[src/rtl/period_meter_if.sv]
// Event/measurement bundle for period_meter: clear and pulse go in,
// the measured period and its status flags come out.
interface period_meter_if #(
  parameter int WIDTH = 25
);
  logic             clear;
  logic             pulse;
  logic [WIDTH-1:0] period;
  logic             valid;
  logic             locked;
  logic             timeout;

  // Stimulus side: drives clear/pulse, observes the measurement.
  modport master (
    output clear, pulse,
    input  period, valid, locked, timeout
  );

  // Meter side: consumes clear/pulse, produces the measurement.
  modport slave (
    input  clear, pulse,
    output period, valid, locked, timeout
  );
endinterface

[src/rtl/period_meter.sv]
// period_meter: measures the spacing in clock cycles between successive
// single-cycle pulses, flags agreement of consecutive periods (locked) and
// raises a sticky timeout when pulses stop arriving.
module period_meter #(
  parameter int WIDTH     = 25,
  parameter int TIMEOUT   = 27000000,
  parameter int TOLERANCE = 0
) (
  input  logic          clock,
  input  logic          reset,
  period_meter_if.slave bus
);

  localparam logic [WIDTH-1:0] TIMEOUT_C = WIDTH'(TIMEOUT);
  localparam logic [WIDTH:0]   TOL_C     = (WIDTH + 1)'(TOLERANCE);

  typedef enum logic {
    IDLE,
    MEASURE
  } state_t;

  state_t           state;
  logic [WIDTH-1:0] count;
  logic [WIDTH-1:0] prev_period;
  logic             have_prev;
  logic [WIDTH-1:0] period_r;
  logic             valid_r;
  logic             locked_r;
  logic             timeout_r;

  logic [WIDTH:0]   diff;
  logic             within_tol;

  // Absolute difference between the running count and the previous period,
  // one bit wider so neither operand order can underflow.
  always_comb begin
    diff = '0;
    if (count >= prev_period) begin
      diff = {1'b0, count} - {1'b0, prev_period};
    end else begin
      diff = {1'b0, prev_period} - {1'b0, count};
    end
    within_tol = (diff <= TOL_C);
  end

  // Measurement FSM; priority is clear > pulse > timeout > increment.
  always_ff @(posedge clock or posedge reset) begin
    if (reset) begin
      state       <= IDLE;
      count       <= '0;
      prev_period <= '0;
      have_prev   <= 1'b0;
      period_r    <= '0;
      valid_r     <= 1'b0;
      locked_r    <= 1'b0;
      timeout_r   <= 1'b0;
    end else begin
      valid_r <= 1'b0;
      if (bus.clear) begin
        state       <= IDLE;
        count       <= '0;
        prev_period <= '0;
        have_prev   <= 1'b0;
        period_r    <= '0;
        locked_r    <= 1'b0;
        timeout_r   <= 1'b0;
      end else begin
        case (state)
          IDLE: begin
            if (bus.pulse) begin
              state     <= MEASURE;
              count     <= WIDTH'(1);
              have_prev <= 1'b0;
            end
          end
          MEASURE: begin
            if (bus.pulse) begin
              period_r    <= count;
              valid_r     <= 1'b1;
              count       <= WIDTH'(1);
              prev_period <= count;
              have_prev   <= 1'b1;
              // The first period after arming only seeds prev_period.
              if (have_prev) begin
                locked_r <= within_tol;
              end
            end else if (count == TIMEOUT_C) begin
              state     <= IDLE;
              count     <= '0;
              locked_r  <= 1'b0;
              timeout_r <= 1'b1;
            end else begin
              count <= count + WIDTH'(1);
            end
          end
          default: begin
            state <= IDLE;
            count <= '0;
          end
        endcase
      end
    end
  end

  assign bus.period  = period_r;
  assign bus.valid   = valid_r;
  assign bus.locked  = locked_r;
  assign bus.timeout = timeout_r;

endmodule

[src/flat_wrapper.sv]
// flat-port wrapper written by rule: the top's interface ports become plain ports
module period_meter_flat 
#(
  parameter int WIDTH     = 25,
  parameter int TIMEOUT   = 27000000,
  parameter int TOLERANCE = 0
)
  (clock, reset, bus_clear, bus_pulse, bus_period, bus_valid, bus_locked, bus_timeout);
  period_meter_if #(.WIDTH(WIDTH)) bus_i ();
  input  logic clock;
  input  logic reset;
  input wire logic [$bits(bus_i.clear)-1:0] bus_clear;
  input wire logic [$bits(bus_i.pulse)-1:0] bus_pulse;
  output wire logic [$bits(bus_i.period)-1:0] bus_period;
  output wire logic [$bits(bus_i.valid)-1:0] bus_valid;
  output wire logic [$bits(bus_i.locked)-1:0] bus_locked;
  output wire logic [$bits(bus_i.timeout)-1:0] bus_timeout;
  assign bus_i.clear = bus_clear;
  assign bus_i.pulse = bus_pulse;
  assign bus_period = bus_i.period;
  assign bus_valid = bus_i.valid;
  assign bus_locked = bus_i.locked;
  assign bus_timeout = bus_i.timeout;
  period_meter #(.WIDTH(WIDTH), .TIMEOUT(TIMEOUT), .TOLERANCE(TOLERANCE)) u_core (.clock(clock), .reset(reset), .bus(bus_i));
endmodule
[config.mk]
export PLATFORM = sky130hd
export DESIGN_NAME = period_meter_flat
export DESIGN_NICKNAME = d
export VERILOG_FILES = /design/src/rtl/period_meter_if.sv /design/src/rtl/period_meter.sv /design/src/flat_wrapper.sv
export SDC_FILE = /design/constraint.sdc
export NUM_CORES = 1
export LEC_CHECK = 0
export CAP_MARGIN = 40
export CORE_ASPECT_RATIO = 1.25
export CORE_MARGIN = 5
export CORE_UTILIZATION = 40
export DETAILED_ROUTE_END_ITERATION = 10
export PLACE_DENSITY_LB_ADDON = 0.3
export SLEW_MARGIN = 20
export SYNTH_ARGS = -nofsm -noshare
export SYNTH_HDL_FRONTEND = slang
export SYNTH_SLANG_ARGS = --single-unit
export TNS_END_PERCENT = 1
[constraint.sdc]
create_clock -name clock -period 9.9 [get_ports clock]
set_clock_uncertainty 0.15 [all_clocks]
set_input_delay 2.475 -clock clock [delete_from_list [all_inputs] [get_ports clock]]
set_output_delay 2.475 -clock clock [all_outputs]
set_load 0.005 [all_outputs]
; ---- Word level (Yosys, flattened, before mapping)
; Index checks and enable logic that the tools add are counted.
[word_totals]
regBits = 55
latchBits = 0
ramBits = 0
mem_bits_ro = 0
inputBits = 4
output_inout_bits = 28
wordCells = 55
mem_count = 0
[classes]
add_sub_neg = 3
n_mul = 0
div_mod_pow = 0
magnitude_cmp = 2
n_eq_ne = 5
shifts = 0
mux = 29
n_bitwise = 1
reduce_logical = 8
[op_table]
columns = op, n
row1 = two-way mux 25 bit, 7
row2 = subtractor 25 x 25 -> 26 bit, 2
row3 = case mux 25 bit (2 select lines), 1
row4 = "less-or-equal comparator 26 x 1 -> 1 bit, second input constant", 1
row5 = two-way mux 26 bit, 1
row6 = "adder 25 x 1 -> 25 bit, second input constant", 1
row7 = "equality test 25 bit, second input constant", 1
row8 = greater-or-equal comparator 25 bit, 1
row9 = two-way mux 1 bit, 18
row10 = "inequality test 3 bit, second input constant", 2
row11 = AND reduction 3 bit, 2
row12 = nonzero test 2 bit, 3
row13 = case mux 1 bit (2 select lines), 2
row14 = AND reduction 2 bit, 2
row15 = "inequality test 3 x 2 -> 1 bit, second input constant", 1
row16 = nonzero test 3 bit, 1
row17 = "inequality test 2 bit, second input constant", 1
row18 = inverter 1 bit, 1

; ---- Logic depth before layout (Yosys ltp)
; Gate-level depths: netlist of run 1.
[logic_depth]
ltp_word = 7
ltp_mapped = 14
depth_no_buf = 12

; ---- Worst setup path before layout of run 1
; No wires, ideal clock.
[synth_path]
path_kind = input to register
start = in bus_clear
end = reg u_core.locked_r (netlist: u_core.bus.locked)
setup_ns = 0.092
t_arrival_ns = 4.376
required_time_ns = 9.658
path_slack_ns = 5.282
cell_stages = 10
n_path_buf = 1
cell_sequence = buf_6 nor2_1 nand4_1 a311oi_1 nor4b_1 o2111ai_1 o31ai_1 a31oi_1 a311o_1 o31ai_2
[synth_via]
elab_chain_cells = 2
word_cells_on_any_way = 5
cone_classes = eq/ne: 1 / mux: 1 / reduce/logical: 3
[synth_lines]
columns = item, line_no
row1 = from (decl), flat_wrapper.sv:12  ; input wire logic [$bits(bus_i.clear)-1:0] bus_clear;
row2 = "inequality test 3 x 2 -> 1 bit (no line), or another cell as far along", n/a
row3 = AND reduction 3 bit (no line), n/a
row4 = to (signal assigned), period_meter.sv:85  ; locked_r <= within_tol;
row5 = to (decl), period_meter.sv:28  ; logic locked_r;
; Several ways; a longest one is shown, not always the timed one.
; A chain may end at the register's enable or synchronous reset.

; ---- Worst setup path after layout of run 1
[layout_path]
start = in bus_pulse
end = reg u_core.locked_r (netlist: u_core.bus.locked)
[layout_via]
elab_chain_cells = 3
word_cells_on_any_way = 6
cone_classes = eq/ne: 1 / mux: 3 / reduce/logical: 2
[layout_lines]
columns = item, line_no
row1 = from (decl), flat_wrapper.sv:13  ; input wire logic [$bits(bus_i.pulse)-1:0] bus_pulse;
row2 = two-way mux 1 bit, period_meter.sv:77  ; if (bus.pulse) begin
row3 = two-way mux 1 bit, period_meter.sv:68  ; case (state)
row4 = two-way mux 1 bit, period_meter.sv:59  ; if (bus.clear) begin
; Several ways; a longest one is shown, not always the timed one. The select of a mux whose other input is x is not followed.

==> results of run 1 <==
## worst paths after layout
kind                                           to  slack, ns
hold / removal                 u_core.bus.timeout       0.37
setup / recovery                u_core.bus.locked       4.48
min in group asynchronous  u_core.prev_period[19]       2.53
hold reg to reg                u_core.bus.timeout       0.37
max in group asynchronous         u_core.count[8]       6.58
setup reg to reg                u_core.bus.locked       5.76
## area by class of cell
class,count,area (sq um)
sequential,55,1376
clock buffer,6,138.9
timing repair buffer,35,340.3
multi-input combinational,557,3842
tap,175,219.0
fill,1370,7692
clock inverter,2,16.27
inverter,66,247.7
## metal layers
| layer | GRT usage | part of all wire | vias up |
|---|---|---|---|
| met3 | 0.02204 | 0.053 | 51 |
| met5 | 0 | 0 | - |
| met1 | 0.2795 | 0.42 | 2648 |
| met2 | 0.3397 | 0.47 | 238 |
| li1 | - | - | 2614 |
| met4 | 0.1069 | 0.049 | 0 |
## cell families (layout without fill, tap and decap cells)
| family | Yosys count | in the layout |
|---|---|---|
| muxes | 5 | 5 |
| DFF | 55 | 55 |
| and+or+nand+nor | 234 | 234 |
| adders and majority gates | 52 | 52 |
| xor gates and xnor gates | 22 | 22 |
| buffers and inverters | 102 | 109 |
| AOI/OAI and AO/OA | 244 | 244 |
## worst reg2reg max path: stages (launching register included)
cell and delay [ns]:
dfrtp_1 0.46, ha_1 0.67, nand4_1 0.38, nor2_1 0.45
o311ai_1 0.37, nand3_1 0.22, xor2_2 0.08, a2111o_1 0.34
nor4_2 0.25, a41oi_1 0.14, a311o_1 0.35, o31ai_2 0.19
## power by group through the flow
stage	logic (mW)	registers, mW	clock network, mW
after global placement	0.0706	0.232	0
final	0.0732	0.228	0.184
after CTS	0.0725	0.228	0.189
after global routing	0.0796	0.228	0.199
after floorplan	0.0534	0.231	0
after detailed placement	0.0720	0.232	0
## metrics by stage
step	total power [mW]	utilization	worst slack [ns]
3_3_place_gp	0.3026	0.4333	4.364
6_report	0.4853	0.4455	4.476
3_5_place_dp	0.3041	0.4343	4.248
2_1_floorplan	0.2845	-	5.282
4_1_cts	0.4892	0.4455	4.532
5_1_grt	0.5069	0.4455	4.217
## cell usage after synthesis (5+ instances only)
cell type,n
inv_1,65
nand2_1,63
nor2_1,60
o21ai_0,56
dfrtp_1,55
a21oi_1,53
ha_1,52
a22o_1,26
nor3_1,21
nand4_1,20
nand3_1,19
clkbuf_1,17
xnor2_1,15
a21o_1,14
a31oi_1,9
buf_6,9
o21a_1,9
o21bai_1,9
a211oi_1,7
or3_1,7
nand2b_1,6
nor4_1,6
xor2_1,6
and3_1,5
buf_4,5
o211ai_1,5
o31ai_1,5
## registers in the layout (all words and copies together) (netlist names)
name	cells
u_core.bus.valid	1
u_core.count	25
u_core.have_prev	1
u_core.prev_period	25
u_core.bus.locked	1
u_core.state	1
u_core.bus.timeout	1
==> impl_metrics.json, run 1 <==
{
  "grt_pass1_wl_um": 28230,
  "die_area_sq_um": 16670,
  "crit_path_start": "bus_pulse",
  "netSwitchingPower_uw": 130.0,
  "sequentialPowerShare": 0.469,
  "crit_buf_inv": 2,
  "drt-initial-drc-count": 408,
  "synth_top_family_by_area": "compound AO/OA/AOI/OAI gates",
  "clock_latency_ns": 0.30,
  "hold_viol": 0,
  "power_density_nw_per_um2": 78.51,
  "place_congestion": 0.9329,
  "switching_share": 0.2678,
  "layout-drive-gt1-share": 0.06657,
  "synth_compound_area_frac": 0.3072,
  "worst_slew_pin_slew_ns": 0.8706,
  "synth_area_sq_um": 5669,
  "port-buffer-count": 31,
  "crit_required_ns": 9.96,
  "fin_area_sq_um": 6181,
  "cp_max_fo": 27,
  "synth_adder_area_share": 0.1148,
  "dpl-instance-area_sq_um": 6026,
  "startpoint_type": "primary input",
  "overflow": 0,
  "yosys.area_share.simple": 0.2053,
  "synthToLayoutAreaGrowth_pct": 9.027,
  "power.internal_uw": 355.3,
  "num_vias": 5551,
  "grt_pass1_vias": 5432,
  "end_kind": "flop",
  "synth_ff_type": "dfrtp_1",
  "postSynthCellCount": 714,
  "synth.mux.area_fraction": 0.01104,
  "final_cell_mix": "inv_1 (64), nand2_1 (63), nor2_1 (59)",
  "final_cells": 896,
  "route.detailed.drc": 0,
  "synthXorXnorAreaFrac": 0.03531,
  "drv_slew": 0,
  "htree_levels": 2,
  "finalSetupViolations": 0,
  "synth_area_leaders": "dfrtp_1 (24%), ha_1 (11%), o21ai_0 (4.9%)",
  "slew_headroom": 0.4104,
  "final_common_cell": "inv_1",
  "fin_nets": 776,
  "die_h_um": 143.1,
  "crit_slowest_cell": "clkdlybuf4s50_1",
  "dp_hpwl_um": 13750,
  "placedCellCount": 888,
  "pwr-share-comb": 0.151,
  "min_period_ns": 5.424,
  "numCtsBuffers": 5,
  "wire_per_inst_um": 19.49,
  "async_flop_share": 1.000,
  "synth_top_area_frac": 0.2428,
  "post_cts_buffers": 0,
  "ys_ff_latch": 55,
  "p_leak_nw": 2.660,
  "tns_ns": 0,
  "synth_cell_types": 85,
  "cts_resized": 0,
  "worstPathCellList": "clkdlybuf4s50_1 > nand2_1 > nor2_2 > buf_4 > nand4_1 > a311oi_1 > nor4b_1 > o2111ai_1 > o31ai_1 > a31oi_1 > a311o_1 > o31ai_2",
  "cts_sinks": 55,
  "viasPerCell": 6.195,
  "reg2reg_from": "u_core.count[17]",
  "avgSynthCellArea_sq_um": 7.940,
  "rows": 48,
  "clkTransAtPathRegs_ns": 0.07,
  "ir_drop_mv": 0.1416,
  "cts-hold-fix-buffers": 0,
  "cpPeakStageDelay_ns": 0.74,
  "ys_seq_area_frac": 0.2428,
  "maxClockFrequency_mhz": 184.4,
  "rsz0062_at_grt": "no",
  "fin_crit_sh": 0.5478,
  "boundaryPins": 32,
  "antenna_found_initial": 0,
  "clk_path_buf_depth": 2,
  "hold_class": "flop to flop",
  "synth_edf_count": 0,
  "tritoncts": "yes",
  "initial_core_util": 0.4086,
  "syn_nets": 770,
  "clockRootBuffer": "clkbuf_16",
  "drtAntennaViolNets": 0,
  "yosys.area.top_type": "dfrtp_1",
  "crit_family": "compound AO/OA/AOI/OAI gates",
  "hp-start": "u_core.bus.timeout",
  "p_clk_frac": 0.380,
  "fp.dieW_um": 116.5,
  "yosysWarningCount": 0,
  "r2r_cells": 11,
  "grt_use_total": 0.2112,
  "critPathArrivalTime_ns": 5.48,
  "worstSetupPathDepth": 12,
  "run_status": "complete, no violations",
  "maxCapViolations": 0,
  "dr.pass1.iters": 5,
  "wirelength_um": 17460,
  "antennaDiodeCount": 0,
  "crit_type": "primary input to flop",
  "core-area_sq_um": 13870,
  "grt_max_degree": 56,
  "hold_depth": 2,
  "hold-worst-slack_ns": 0.3694
}
(Power assumes the default switching activity.)
==> inputs of run 2 (changes only) <==
- clock period: 9.9 -> 4.4 ns (I/O delays scaled with it)
==> run 2 against run 1 <==
Global-route usage shrank 0.11 points. First-iteration DRC count shrank 18%. Clock power grew 110%. Utilization grew 0.53 points. Final area grew 1.2%. Total power grew 120%. Critical path type is now flop to flop.
==> impl_metrics.json, run 2 (synthesized netlist as in run 1, its figures left out) <==
{
  "run_status": "complete, no violations",
  "die_area_sq_um": 16670,
  "clkTransAtPathRegs_ns": 0.07,
  "place_ws_ns": 0.6379,
  "cts_resized": 0,
  "antenna_found_initial": 0,
  "wire_per_inst_um": 19.23,
  "multi_input_area_sq_um": 3835,
  "reg.largest.list": "u_core.count: 25 flops, u_core.prev_period: 25 flops",
  "synthToLayoutAreaGrowth_pct": 10.33,
  "crit_required_ns": 4.45,
  "clock_latency_ns": 0.29,
  "fill_cells": 1383,
  "place_congestion": 1.031,
  "grt_pass1_vias": 5366,
  "rows": 48,
  "port-buffer-count": 31,
  "critPathArrivalTime_ns": 3.95,
  "setup_ws_ns": 0.5047,
  "drt-initial-drc-count": 333,
  "final_cell_mix": "inv_1 (64), nand2_1 (63), nor2_1 (59)",
  "numCtsBuffers": 5,
  "finalSetupViolations": 0,
  "worst_slew_pin_slew_ns": 0.8020,
  "layout-drive-gt1-share": 0.07923,
  "hold_depth": 2,
  "p_leak_nw": 2.706,
  "grt_max_degree": 33,
  "initial_core_util": 0.4086,
  "hold_class": "flop to flop",
  "hold_viol": 0,
  "clk_path_buf_depth": 2,
  "die_h_um": 143.1,
  "maxCapViolations": 0,
  "cts_sinks": 55,
  "fp.dieW_um": 116.5,
  "regArea_sq_um": 1376,
  "cp_max_fo": 10,
  "rsz0062_at_grt": "no",
  "post_cts_buffers": 0,
  "r2r_cells": 11,
  "tritoncts": "yes",
  "dp_hpwl_um": 13900,
  "slew_headroom": 0.4604,
  "viasPerCell": 6.077,
  "fin_nets": 787,
  "boundaryPins": 32,
  "dr.pass1.iters": 8,
  "ir_drop_mv": 0.1843,
  "p_total_mw": 1.068,
  "grt_pass1_wl_um": 27950,
  "grt_use_total": 0.2102,
  "route.detailed.drc": 0,
  "critPathMostFrequentCell": "a21oi_1",
  "tns_ns": 0,
  "end_kind": "flop",
  "num_vias": 5512,
  "min_period_ns": 3.895,
  "drtAntennaViolNets": 0,
  "antennaDiodeCount": 0,
  "power_density_nw_per_um2": 170.8,
  "core-area_sq_um": 13870,
  "worstPathCellList": "ha_1 > a21oi_1 > a21oi_1 > o311ai_1 > nand3_1 > xor2_2 > a2111o_1 > nor4_2 > a41oi_1 > a311o_1 > o31ai_2",
  "clockRootBuffer": "clkbuf_16",
  "crit_type": "flop to flop",
  "overflow": 0,
  "cts-hold-fix-buffers": 0,
  "startpoint_type": "flop",
  "fin_crit_sh": 0.8853,
  "final_common_cell": "inv_1",
  "wirelength_um": 17440,
  "drv_slew": 0,
  "maxClockFrequency_mhz": 256.7,
  "cpPeakStageDelay_ns": 0.66,
  "htree_levels": 2,
  "crit_slowest_cell": "o311ai_1"
}
[run 2: changes by cell type in the layout (fill, tap and decap cells not counted)]
cell      change
buf_12        +1
a21oi_2       +1
clkbuf_1      +1
clkinv_2      +1
clkbuf_8      -1
a21oi_4       -1
buf_4        +10
clkinv_4      -1
[run 2: routing by layer]
metal  global-route usage  up-vias  routed length [um]  share of wire
met5                    0        -                   0              0
li1                     -     2634                   -              -
met3              0.02204       38                 865          0.050
met1               0.2804     2662                7678           0.44
met2               0.3517      178                8422           0.48
met4              0.07269        0                 472          0.027
[run 2: report_power, final]
group          switching, mW  leakage (nW)  internal, mW
logic                 0.0981          1.87        0.0676
registers            0.00440         0.764         0.508
clock network          0.180        0.0669         0.211
total                  0.282          2.71         0.786
[run 2: critical path: cells and delay by family, from the launching register on]
| kind | cells | cell delay (ns) |
|---|---|---|
| xor+xnor | 1 | 0.20 |
| flops | 1 | 0.45 |
| simple gates | 2 | 0.49 |
| fa+ha+maj | 1 | 0.45 |
| compound gates | 7 | 2.04 |
[run 2: per-stage QoR]
stage                     instances  hold slack (ns)  area (sq um)  utilization
after global routing            907           0.4085          6255       0.4508
after detailed placement        899           0.3441          6113       0.4407
after global placement          898           0.3395          6093       0.4392
after CTS                       907           0.3624          6255       0.4508
final                           907           0.3631          6255       0.4508
after floorplan                 714           0.3406          5669            -
[run 2: cell type report]
cell class | count | area share
multi-input cells | 557 | 0.6131
flip-flops and latches | 55 | 0.2200
repair buffers | 46 | 0.06961
inverters | 66 | 0.03961
well taps | 175 | 0.03501
clock buffers | 6 | 0.02060
clock inverters | 2 | 0.002000
[run 2: final timing paths]
check	startpoint	endpoint	slack (ns)
setup / recovery	u_core.count[4]	u_core.bus.locked	0.50
hold / removal	u_core.bus.timeout	u_core.bus.timeout	0.36
setup reg to reg	u_core.count[4]	u_core.bus.locked	0.50
hold reg to reg	u_core.bus.timeout	u_core.bus.timeout	0.36
max in group asynchronous	reset	u_core.prev_period[6]	2.46
min in group asynchronous	reset	u_core.prev_period[19]	0.93
